[config.mk]
export PLATFORM = sky130hd
export DESIGN_NAME = reg_dump_reader_flat
export DESIGN_NICKNAME = d
export VERILOG_FILES = /design/src/rtl/reg_dump_pkg.sv /design/src/rtl/reg_dump_reader_if.sv /design/src/rtl/reg_snapshot.sv /design/src/rtl/reg_dump_reader.sv /design/src/flat_wrapper.sv
export SDC_FILE = /design/constraint.sdc
export NUM_CORES = 1
export LEC_CHECK = 0
export CAP_MARGIN = 25
export CORE_UTILIZATION = 47
export DETAILED_ROUTE_END_ITERATION = 8
export PLACE_DENSITY = 0.74
export SLEW_MARGIN = 20
export SYNTH_ARGS = -nofsm -noshare
export SYNTH_HDL_FRONTEND = slang
export SYNTH_HIERARCHICAL = 1
export SYNTH_SLANG_ARGS = --single-unit
[constraint.sdc]
create_clock -name clk -period 4.45 [get_ports clk]
set_input_delay 0.89 -clock clk [delete_from_list [all_inputs] [get_ports clk]]
set_output_delay 0.89 -clock clk [all_outputs]
set_load 0.05 [all_outputs]
[src/rtl/reg_dump_pkg.sv]
// Shared types and defaults for the register dump reader.
package reg_dump_pkg;

    localparam int unsigned REG_DUMP_DATA_W = 8;

    typedef enum logic [1:0] {
        IDLE = 2'd0,
        SEND = 2'd1,
        CSUM = 2'd2,
        DONE = 2'd3
    } state_t;

endpackage

[src/rtl/reg_dump_reader_if.sv]
// Valid/ready beat stream carrying one dumped register per beat.
interface reg_dump_reader_if
    import reg_dump_pkg::*;
#(
    parameter int unsigned DATA_W = REG_DUMP_DATA_W,
    parameter int unsigned IDX_W  = 3
) ();

    logic              out_valid;
    logic              out_ready;
    logic [DATA_W-1:0] out_data;
    logic [IDX_W-1:0]  out_idx;

    modport master (
        output out_valid,
        output out_data,
        output out_idx,
        input  out_ready
    );

    modport slave (
        input  out_valid,
        input  out_data,
        input  out_idx,
        output out_ready
    );

endinterface

[src/rtl/reg_snapshot.sv]
// Register bank snapshot: whole bank captured on one shared load enable.
module reg_snapshot
    import reg_dump_pkg::*;
#(
    parameter int unsigned NUM_REGS = 4,
    parameter int unsigned DATA_W   = REG_DUMP_DATA_W
) (
    input  logic                         clk,
    input  logic                         clear_n,
    input  logic                         load,
    input  logic [NUM_REGS*DATA_W-1:0]   d,
    output logic [NUM_REGS*DATA_W-1:0]   q
);

    // Capture the full bank in a single cycle; synchronous active-low clear.
    always_ff @(posedge clk) begin
        if (!clear_n) begin
            q <= '0;
        end else if (load) begin
            q <= d;
        end
    end

endmodule

[src/rtl/reg_dump_reader.sv]
// Snapshots the live register bank on start and streams it out one
// register per beat. Optional macro REG_DUMP_CHECKSUM_EN appends a
// checksum beat (out_idx = NUM_REGS, data = byte sum of the snapshot).
module reg_dump_reader
    import reg_dump_pkg::*;
#(
    parameter int unsigned NUM_REGS = 4,
    parameter int unsigned DATA_W   = REG_DUMP_DATA_W
) (
    input  logic                       clk,
    input  logic                       rstn,
    input  logic [NUM_REGS*DATA_W-1:0] reg_in,
    input  logic                       start,
    input  logic                       abort,
    reg_dump_reader_if.master          dump,
    output logic                       busy,
    output logic                       done
);

    localparam int unsigned IDX_W = $clog2(NUM_REGS + 1);
    localparam int unsigned SEL_W = $clog2(NUM_REGS);
    localparam int unsigned NSEL  = 1 << SEL_W;
    localparam logic [IDX_W-1:0] LAST_IDX = IDX_W'(NUM_REGS - 1);

    state_t                      state_q, state_d;
    logic [IDX_W-1:0]            idx_q, idx_d;
    logic                        load;
    logic                        accept;
    logic [NUM_REGS*DATA_W-1:0]  snap;
    logic [DATA_W-1:0]           snap_arr [NSEL];
    logic [DATA_W-1:0]           live_arr [NSEL];
    logic [SEL_W-1:0]            sel;

    logic                        valid_d;
    logic [DATA_W-1:0]           data_d;
    logic [IDX_W-1:0]            oidx_d;
    logic                        busy_d;
    logic                        done_d;

    reg_snapshot #(
        .NUM_REGS (NUM_REGS),
        .DATA_W   (DATA_W)
    ) u_snap (
        .clk     (clk),
        .clear_n (rstn),
        .load    (load),
        .d       (reg_in),
        .q       (snap)
    );

    for (genvar g = 0; g < NSEL; g++) begin : g_unpack
        if (g < NUM_REGS) begin : g_real
            assign snap_arr[g] = snap[g*DATA_W +: DATA_W];
            assign live_arr[g] = reg_in[g*DATA_W +: DATA_W];
        end else begin : g_pad
            assign snap_arr[g] = '0;
            assign live_arr[g] = '0;
        end
    end

    assign accept = dump.out_valid && dump.out_ready;
    assign sel    = idx_d[SEL_W-1:0];

`ifdef REG_DUMP_CHECKSUM_EN
    logic [DATA_W-1:0] csum_q, csum_d;

    // Running byte sum of accepted register beats.
    always_comb begin
        csum_d = csum_q;
        if (load) begin
            csum_d = '0;
        end else if (state_q == SEND && accept) begin
            csum_d = csum_q + dump.out_data;
        end
    end

    // Checksum accumulator register.
    always_ff @(posedge clk) begin
        if (!rstn) begin
            csum_q <= '0;
        end else begin
            csum_q <= csum_d;
        end
    end
`endif

    // State and beat index registers.
    always_ff @(posedge clk) begin
        if (!rstn) begin
            state_q <= IDLE;
            idx_q   <= '0;
        end else begin
            state_q <= state_d;
            idx_q   <= idx_d;
        end
    end

    // Next-state and index logic; abort wins over accept.
    always_comb begin
        state_d = state_q;
        idx_d   = idx_q;
        load    = 1'b0;
        case (state_q)
            IDLE: begin
                if (start) begin
                    load    = 1'b1;
                    state_d = SEND;
                    idx_d   = '0;
                end
            end
            SEND: begin
                if (abort) begin
                    state_d = IDLE;
                end else if (accept) begin
                    if (idx_q == LAST_IDX) begin
`ifdef REG_DUMP_CHECKSUM_EN
                        state_d = CSUM;
                        idx_d   = IDX_W'(NUM_REGS);
`else
                        state_d = DONE;
`endif
                    end else begin
                        idx_d = idx_q + 1'b1;
                    end
                end
            end
            CSUM: begin
                if (abort) begin
                    state_d = IDLE;
                end else if (accept) begin
                    state_d = DONE;
                end
            end
            DONE: begin
                state_d = IDLE;
            end
            default: begin
                state_d = IDLE;
            end
        endcase
    end

    // Output values for the next cycle; the snapshot is not yet loaded on
    // the start edge, so the first beat is taken straight from reg_in.
    always_comb begin
        valid_d = 1'b0;
        data_d  = '0;
        oidx_d  = '0;
        busy_d  = (state_d != IDLE);
        done_d  = (state_d == DONE);
        case (state_d)
            SEND: begin
                valid_d = 1'b1;
                oidx_d  = idx_d;
                data_d  = load ? live_arr[sel] : snap_arr[sel];
            end
            CSUM: begin
                valid_d = 1'b1;
                oidx_d  = idx_d;
`ifdef REG_DUMP_CHECKSUM_EN
                data_d  = csum_d;
`endif
            end
            default: begin
            end
        endcase
    end

    // Registered outputs.
    always_ff @(posedge clk) begin
        if (!rstn) begin
            dump.out_valid <= 1'b0;
            dump.out_data  <= '0;
            dump.out_idx   <= '0;
            busy           <= 1'b0;
            done           <= 1'b0;
        end else begin
            dump.out_valid <= valid_d;
            dump.out_data  <= data_d;
            dump.out_idx   <= oidx_d;
            busy           <= busy_d;
            done           <= done_d;
        end
    end

endmodule
[src/flat_wrapper.sv]
// flat-port wrapper written by rule: the top's interface ports become plain ports
module reg_dump_reader_flat import reg_dump_pkg::*;
#(
    parameter int unsigned NUM_REGS = 4,
    parameter int unsigned DATA_W   = REG_DUMP_DATA_W
)
  (clk, rstn, reg_in, start, abort, busy, done, dump_out_valid, dump_out_data, dump_out_idx, dump_out_ready);
  reg_dump_reader_if #(.DATA_W(DATA_W)) dump_i ();
  input  logic clk;
  input  logic rstn;
  input  logic [NUM_REGS*DATA_W-1:0] reg_in;
  input  logic start;
  input  logic abort;
  output logic busy;
  output logic done;
  output wire logic [$bits(dump_i.out_valid)-1:0] dump_out_valid;
  output wire logic [$bits(dump_i.out_data)-1:0] dump_out_data;
  output wire logic [$bits(dump_i.out_idx)-1:0] dump_out_idx;
  input wire logic [$bits(dump_i.out_ready)-1:0] dump_out_ready;
  assign dump_out_valid = dump_i.out_valid;
  assign dump_out_data = dump_i.out_data;
  assign dump_out_idx = dump_i.out_idx;
  assign dump_i.out_ready = dump_out_ready;
  reg_dump_reader #(.NUM_REGS(NUM_REGS), .DATA_W(DATA_W)) u_core (.clk(clk), .rstn(rstn), .reg_in(reg_in), .start(start), .abort(abort), .dump(dump_i), .busy(busy), .done(done));
endmodule
==> results of run 1 <==
[final cells by class]
type                       instances  share of cell area (%)
clock buffer                       5                   2.279
clock inverter                     3                  0.4973
inverter                           5                  0.6216
multi-input combinational        180                   42.69
sequential                        51                   33.82
tap                               67                   2.777
timing repair buffer              53                   17.32
[power breakdown]
| group | leakage, nW | internal [mW] | switching, mW |
|---|---|---|---|
| clock | 0.0477 | 0.108 | 0.143 |
| combinational | 0.683 | 0.0792 | 0.0738 |
| sequential | 0.418 | 0.480 | 0.0156 |
[registers in the layout, summed over array words and instances (netlist names)]
register / cells
u_core/u_snap/q: 32
u_core/done: 1
u_core/dump.out_valid: 1
u_core/dump.out_data: 8
u_core/dump.out_idx: 3
u_core/idx_q: 3
u_core/busy: 1
u_core/state_q: 2
[cell usage in the layout, fill, tap and decap left out, drive strengths merged, types with 3 or more instances in the layout]
cell type,count
nand2,26
clkdlybuf4s50,50
clkinv,3
a221oi,8
nor3,4
o221ai,7
inv,5
ha,4
mux2i,33
a31oi,4
clkbuf,5
a21oi,18
buf,3
nor2,5
and3,7
a211oi,6
nor2b,37
dfxtp,51
[through the flow]
| step | total power, mW | std cells |
|---|---|---|
| final | 0.8997 | 364 |
| after global routing | 0.9455 | 364 |
| after CTS | 0.9099 | 364 |
| after detailed placement | 0.6589 | 356 |
| after global placement | 0.6556 | 356 |
| after floorplan | 0.6049 | 250 |
[worst register-to-register path, delay by kind of cell, from the launching register on]
kind	cells	cell delay, ns
AOI/OAI and AO/OA	3	1.14
and+or+nand+nor	2	0.41
DFF	1	0.78
adders and majority gates	1	0.31
[layer usage]
layer  part of all wire, %  global-route usage (%)  up-vias
li1                      -                       -      986
met1                    51                   27.71      900
met2                    43                   29.49       42
met3                   3.8                   4.201        9
met4                   1.5                   6.838        0
met5                     0                       0        -
[how the worst max path moves through the flow]
stage | end
final | u_core/dump.out_data[3]
after global routing | u_core/dump.out_data[3]
after CTS | u_core/dump.out_data[3]
after detailed placement | u_core/dump.out_data[3]
after global placement | u_core/dump.out_data[4]
after floorplan | u_core/dump.out_data[2]
[kinds of logic (layout without fill, tap and decap cells)]
logic type	count (synthesis)	count (layout)	share of synthesized area, %
simple gates	93	93	22.24
flops	51	51	41.72
compound gates	48	48	13.80
mux	35	35	14.57
buf+inv	19	66	5.624
fa+ha+maj	4	4	2.045
==> impl_metrics.csv, run 1 <==
group,metric,value,unit
outcome,status,"finished clean",
floorplan,core_area,0.004880,sq mm
sta,setup_violations,0,
finish,drive_above_1_share,6.734,%
sta,rsz0062_at_grt,"false",
sta,worst_slack,1.310,ns
setup_path,crit_chain,"clkdlybuf4s50_1 -> or3b_4 -> nor3_4 -> a31oi_1 -> o221ai_1 -> a221oi_1",
min_path,min_path_type,"register to register",
floorplan,rows,25,
clock_network,clockBufferDepth,2,
synth,ys.flop_type,"dfxtp_1",
clock_network,clk_pin_slew,0.09,ns
setup_path,startpoint_type,"input port",
synth,ys_seq_elements,51,
setup_path,cp_num_buf_inv,1,
setup_path,criticalPathCategory,"input port to register",
synth,synthArstFlopShare,0,%
setup_path,worst_ep_required_time,4.61,ns
sta,finalCritPeriodShare,70.57,%
setup_path,worst-r2r-cell-count,6,
floorplan,initial_core_util,50.15,%
global_route,grt_pass1_wl,8142,um
floorplan,ioPinCount,51,
clock_network,cts_setup_buffers,0,
pwr,pwr_density_cell,298.0,mW/mm^2
drt,vias,1937,
synth,yosysMostFrequentCell,"dfxtp_1",
setup_path,cp_max_fo,22,
drt,routed_wl,5118,um
synth,yosys-top-cells-count,"51 x dfxtp_1, 37 x nor2b_1, 33 x mux2i_1",
synth,ys_seq_area_share,41.72,%
flow_run,cap_viol_max_count,0,
finish,multi_input_area,0.001289,sq mm
setup_path,r2r_slack,1.71,ns
global_route,grt_max_degree,41,
finish,finalInstanceArea,0.003019,sq mm
setup_path,r2r-start,"u_core/idx_q[0]",
place,pre_cts_ws,1.033,ns
setup_path,worstPathArrival,3.30,ns
drt,via_per_inst,5.321,
clock_network,numClockSinks,51,
setup_path,startpoint,"abort",
clock_network,cts_resized,0,
synth,ys_types,37,
drt,wl_per_cell,14.06,um
global_route,antenna_found_initial,0,
clock_network,cts_made_buffers,5,
synth,syn-mean-instance-area,9.789,sq um
setup_path,reg2reg_to,"u_core/dump.out_data[3]",
place,dpl.hpwl,3688,um
pwr,leakagePower,1.148,nW
sta,hold_viol,0,
drt,ant_nets,0,
sta,fmax,318.4,MHz
synth,synthCells,250,
place,place_area,0.002935,sq mm
clock_network,ctsHoldBuffers,0,
synth,yosysTopAreaCell,"dfxtp_1",
synth,yosysTopAreaCellShare,41.72,%
clock_network,h-tree-depth,2,
setup_path,crit_slowest_cell,"nor3_4",
finish,nets,337,
sta,drv_slew,0,
sta,relSlewSlack,47.56,%
synth,ys_warn_count,6,
floorplan,die-area,0.005500,sq mm
setup_path,cp.depth,6,
setup_path,slowest_delay,0.67,ns
setup_path,cp_top_family,"simple AND/OR/NAND/NOR gates",
sta,hold_ws,0.4683,ns
setup_path,endpoint_kind,"register",
floorplan,die-width,74.16,um
drt,drc,0,
clock_network,root_buffer,"clkbuf_8",
pwr,peakVddDrop,0.2263,mV
synth,synth.area.top_cells,"dfxtp_1 42%, mux2i_1 13%, nor2b_1 9.5%",
min_path,worst_hold_path.endpoint,"u_core/idx_q[2]",
floorplan,die_h,74.16,um
sta,tightest_slew,0.7840,ns
drt,drt_first_iter_violations,113,
clock_network,cts_tree,"yes",
drt,firstDrtPassIters,4,
place,gp_congestion,0.7577,
finish,area_growth,23.36,%
sta,finalCriticalPeriod,3.140,ns
finish,seq_area,0.001021,sq mm
synth,synth_edf_count,0,
min_path,min-delay-start,"u_core/idx_q[2]",
finish,fillers,453,
global_route,overflow,0,
global_route,grt_use_total,19.60,%
sta,setup-tns-final,0,ns
synth,synth_fp_nets,291,
place,port_buffers,50,
global_route,grt_pass1_vias,1756,
finish,final_util,61.87,%
min_path,worstHoldPathCells,2,
finish,antennaDiodeCount,0,
sta,fin_skew,0.006383,ns
synth,syn_area,0.002447,sq mm
clock_network,clock_latency,0.30,ns
(Power assumes the default switching activity.)
==> inputs of run 2 (changes only) <==
--- a/config.mk
+++ b/config.mk
@@ -6,9 +6,9 @@
 export NUM_CORES = 1
 export LEC_CHECK = 0
 export CAP_MARGIN = 25
-export CORE_UTILIZATION = 47
+export CORE_UTILIZATION = 46
 export DETAILED_ROUTE_END_ITERATION = 8
-export PLACE_DENSITY = 0.74
+export PLACE_DENSITY = 0.76
 export SLEW_MARGIN = 20
 export SYNTH_ARGS = -nofsm -noshare
 export SYNTH_HDL_FRONTEND = slang
==> constraint.sdc (replaced) <==
create_clock -name clk -period 2.55 [get_ports clk]
set_input_delay 0.51 -clock clk [delete_from_list [all_inputs] [get_ports clk]]
set_output_delay 0.51 -clock clk [all_outputs]
set_load 0.05 [all_outputs]
==> impl_metrics.csv, run 2 (same netlist as run 1, synthesis figures left out) <==
group,metric,value,unit
outcome,status,"finished clean",
global_route,grt_pass1_vias,1686,
finish,instances_no_fill,378,
sta,fmax,422.3,MHz
global_route,antenna_found_initial,0,
floorplan,initial_core_util,47.92,%
floorplan,ioPinCount,51,
drt,wl_per_cell,13.94,um
sta,setup_violations,0,
drt,via_per_inst,5.257,
finish,largest_register,"u_core/u_snap/q",
drt,ant_nets,0,
clock_network,cts_resized,0,
finish,area_growth,28.94,%
setup_path,cp_max_fo,7,
pwr,pwr_density_cell,550.9,mW/mm^2
setup_path,worstPathArrival,2.57,ns
clock_network,numClockSinks,51,
clock_network,root_buffer,"clkbuf_8",
pwr,peakVddDrop,0.3184,mV
finish,final_cell_mix,"51 x dfxtp_1, 50 x clkdlybuf4s50_1, 37 x nor2b_1",
sta,finalCritPeriodShare,92.87,%
finish,antennaDiodeCount,0,
place,place_area,0.003034,sq mm
finish,layout.cells.most_common,"dfxtp_1",
setup_path,startpoint_type,"input port",
place,port_buffers,50,
drt,routed_wl,5268,um
pwr,finalPower,1.739,mW
setup_path,slowest_delay,0.49,ns
finish,fillers,474,
finish,nets,348,
sta,drv_slew,0,
sta,hold_viol,0,
floorplan,die_h,74.94,um
global_route,overflow,0,
drt,vias,1987,
flow_run,cap_viol_max_count,0,
clock_network,clockBufferDepth,2,
setup_path,crit_slowest_cell,"a31oi_1",
setup_path,crit_chain,"clkdlybuf4s50_1 -> buf_4 -> nor3b_2 -> a311oi_1 -> a31oi_1 -> o221ai_1 -> a221oi_1",
pwr,leakagePower,1.220,nW
clock_network,cts_made_buffers,5,
sta,fin_skew,0.007105,ns
drt,drt_first_iter_violations,118,
clock_network,cts_setup_buffers,0,
global_route,grt_pass1_wl,8045,um
setup_path,endpoint_kind,"register",
finish,finalInstanceArea,0.003156,sq mm
finish,largest_register_ffs,32,
clock_network,clock_latency,0.31,ns
finish,drive_above_1_share,10.06,%
min_path,min_path_type,"register to register",
place,gp_congestion,0.7771,
floorplan,die-area,0.005616,sq mm
setup_path,worst_ep_required_time,2.75,ns
place,dpl.cell_count,370,
place,dpl.hpwl,3850,um
setup_path,criticalPathCategory,"input port to register",
clock_network,h-tree-depth,2,
sta,rsz0062_at_grt,"false",
clock_network,clk_pin_slew,0.09,ns
sta,finalCriticalPeriod,2.368,ns
floorplan,rows,26,
sta,relSlewSlack,58.41,%
floorplan,core_area,0.005107,sq mm
floorplan,die-width,74.94,um
global_route,grt_use_total,18.90,%
drt,firstDrtPassIters,4,
sta,setup-tns-final,0,ns
drt,drc,0,
clock_network,cts_tree,"yes",
sta,tightest_slew,0.6209,ns
clock_network,ctsHoldBuffers,0,
global_route,grt_max_degree,33,
finish,reg_top3,"u_core/u_snap/q (32), u_core/dump.out_data (8)",
-- run 2: changes by cell type in the layout (fill, tap and decap cells not counted), sizes merged --
cell,delta
buf,+11
clkinv,-3
bufinv,+1
clkbuf,+1
inv,+1
-- run 2: report_power, final --
| group | internal, mW | switching (mW) | total (mW) |
|---|---|---|---|
| sequential | 0.837 | 0.0266 | 0.864 |
| combinational | 0.146 | 0.131 | 0.277 |
| clock | 0.323 | 0.274 | 0.597 |
-- run 2: layer usage --
layer  up-vias  track usage (%)  part of all wire (%)
met4         0            5.660                   1.4
met2        73            29.13                    45
li1       1005                -                     -
met1       902            27.02                    48
met5         -                0                     0
met3         7            3.347                   6.0
-- run 2: final timing paths --
check        cells after the start  slack (ns)             from                      end
max                              7        0.18            abort  u_core/dump.out_data[0]
min reg2reg                      2        0.47  u_core/idx_q[2]          u_core/idx_q[2]
min                              2        0.47  u_core/idx_q[2]          u_core/idx_q[2]
max reg2reg                      6        0.31  u_core/idx_q[1]  u_core/dump.out_data[0]
-- run 2: critical path: cells and delay by family --
kind	cells	cell delay, ns
AOI/OAI and AO/OA	4	1.23
buffers and inverters	2	0.60
and+or+nand+nor	1	0.23
-- run 2: through the flow --
step	utilization (%)	hold slack, ns	setup WS [ns]
finish	61.78	0.4690	0.1818
global route	61.78	0.4994	0.07598
CTS	61.78	0.4716	0.2283
detailed placement	59.41	0.4590	-0.1048
global placement	59.41	0.4464	0.01397
floorplan	-	0.4360	0.4803
-- run 2: layout make-up --
type                    count  area [sq um]  share of cell area [%]
well taps                  70         87.58                   2.776
multi-input cells         180          1289                   40.84
flip-flops and latches     51          1021                   32.36
inverters                   5         18.77                  0.5948
repair buffers             64         618.1                   19.59
clock inverters             2         38.79                   1.229
clock buffers               6         82.58                   2.617
==> inputs of run 3 (changes only) <==
--- a/config.mk
+++ b/config.mk
@@ -8,6 +8,7 @@
 export CAP_MARGIN = 25
 export CORE_UTILIZATION = 46
 export DETAILED_ROUTE_END_ITERATION = 8
+export MAX_ROUTING_LAYER = met4
 export PLACE_DENSITY = 0.76
 export SLEW_MARGIN = 20
 export SYNTH_ARGS = -nofsm -noshare
==> constraint.sdc (replaced) <==
create_clock -name clk -period 2.55 [get_ports clk]
set_input_delay 0.51 -clock clk [delete_from_list [all_inputs] [get_ports clk]]
set_output_delay 0.51 -clock clk [all_outputs]
set_load 0.01 [all_outputs]
==> impl_metrics.csv, run 3 (same netlist as run 1, synthesis figures left out) <==
group,metric,value,unit
sta,drv_slew,0,
clock_network,root_buffer,"clkbuf_8",
global_route,overflow,0,
setup_path,r2r_slack,0.31,ns
clock_network,clock_latency,0.31,ns
clock_network,clk_pin_slew,0.09,ns
drt,via_per_inst,5.259,
place,dpl.cell_count,370,
global_route,grt_pass1_vias,1696,
min_path,min_path_type,"register to register",
floorplan,rows,26,
sta,hold_ws,0.4730,ns
place,gp_congestion,0.7877,
floorplan,die-area,0.005616,sq mm
setup_path,slowest_delay,0.50,ns
floorplan,ioPinCount,51,
finish,finalInstanceArea,0.003156,sq mm
clock_network,clockBufferDepth,2,
global_route,grt_use_total,19.47,%
setup_path,worstPathArrival,2.56,ns
drt,drt_first_iter_violations,107,
sta,finalCriticalPeriod,2.370,ns
finish,drive_above_1_share,10.06,%
setup_path,startpoint_type,"input port",
sta,finalCritPeriodShare,92.96,%
place,place_area,0.003034,sq mm
outcome,status,"finished clean",
drt,routed_wl,5245,um
drt,wl_per_cell,13.88,um
pwr,pwr_density_cell,543.0,mW/mm^2
finish,final_cell_mix,"51 x dfxtp_1, 50 x clkdlybuf4s50_1, 37 x nor2b_1",
clock_network,cts_setup_buffers,0,
floorplan,initial_core_util,47.92,%
place,port_buffers,50,
setup_path,criticalPathCategory,"input port to register",
clock_network,h-tree-depth,2,
drt,drc,0,
floorplan,die_h,74.94,um
finish,nets,348,
setup_path,endpoint_kind,"register",
finish,layout.cells.most_common,"dfxtp_1",
sta,setup_violations,0,
setup_path,cp_max_fo,7,
finish,largest_register,"u_core/u_snap/q",
flow_run,cap_viol_max_count,0,
clock_network,ctsHoldBuffers,0,
drt,vias,1988,
pwr,peakVddDrop,0.3189,mV
floorplan,die-width,74.94,um
drt,ant_nets,0,
finish,fillers,474,
sta,relSlewSlack,58.15,%
sta,tightest_slew,0.6248,ns
finish,largest_register_ffs,32,
pwr,leakagePower,1.220,nW
floorplan,core_area,0.005107,sq mm
global_route,grt_pass1_wl,8024,um
drt,firstDrtPassIters,4,
finish,instances_no_fill,378,
clock_network,cts_resized,0,
setup_path,worst_ep_required_time,2.74,ns
sta,hold_viol,0,
finish,seq_area,0.001021,sq mm
sta,fmax,421.9,MHz
global_route,antenna_found_initial,0,
clock_network,numClockSinks,51,
finish,area_growth,28.94,%
sta,rsz0062_at_grt,"false",
finish,antennaDiodeCount,0,
clock_network,cts_made_buffers,5,
finish,multi_input_area,0.001289,sq mm
finish,reg_top3,"u_core/u_snap/q (32), u_core/dump.out_data (8)",
clock_network,cts_tree,"yes",
setup_path,crit_chain,"clkdlybuf4s50_1 -> buf_4 -> nor3b_2 -> a311oi_1 -> a31oi_1 -> o221ai_1 -> a221oi_1",
sta,fin_skew,0.006063,ns
global_route,grt_max_degree,33,
setup_path,crit_slowest_cell,"a31oi_1",
place,dpl.hpwl,3850,um
-- run 3: cell counts in the layout (fill, tap and decap cells not counted) --
No cell type changed its count.
-- run 3: per-layer routing --
layer / part of all wire, % / wire (um) / track usage (%) / vias to the layer above
met5: 0 / 0 / - / -
met4: 1.2 / 62 / 5.660 / 0
met3: 3.7 / 195 / 3.347 / 5
met2: 46 / 2396 / 29.13 / 51
met1: 49 / 2591 / 26.93 / 926
li1: - / - / - / 1006
-- run 3: final timing paths --
check                   from                       to  cells after the start
max                    abort  u_core/dump.out_data[0]                      7
min          u_core/idx_q[2]          u_core/idx_q[2]                      2
max reg2reg  u_core/idx_q[1]  u_core/dump.out_data[0]                      6
min reg2reg  u_core/idx_q[2]          u_core/idx_q[2]                      2
-- run 3: final cells by class --
cell class              count  share of cell area (%)
clock buffers               6                   2.617
inverters                   5                  0.5948
flip-flops and latches     51                   32.36
clock inverters             2                   1.229
multi-input cells         180                   40.84
repair buffers             64                   19.59
well taps                  70                   2.776
-- run 3: critical path, delay by kind of cell --
kind | cells | cell delay (ns)
buf+inv | 2 | 0.58
compound gates | 4 | 1.24
simple gates | 1 | 0.23
-- run 3: where the power goes --
| group | internal, mW | switching, mW | leakage [nW] |
|---|---|---|---|
| Combinational | 0.147 | 0.108 | 0.740 |
| Clock | 0.323 | 0.271 | 0.0618 |
| Sequential | 0.837 | 0.0271 | 0.418 |
| Total | 1.31 | 0.407 | 1.22 |
-- run 3: stage by stage --
stage	util, %	setup WS, ns	TNS (ns)	power [mW]
global route	61.78	0.07598	0	1.784
CTS	61.78	0.2283	0	1.731
global placement	59.41	0.01397	0	1.131
finish	61.78	0.1796	0	1.714
detailed placement	59.41	-0.1048	-0.1709	1.137
floorplan	-	0.4893	0	1.033
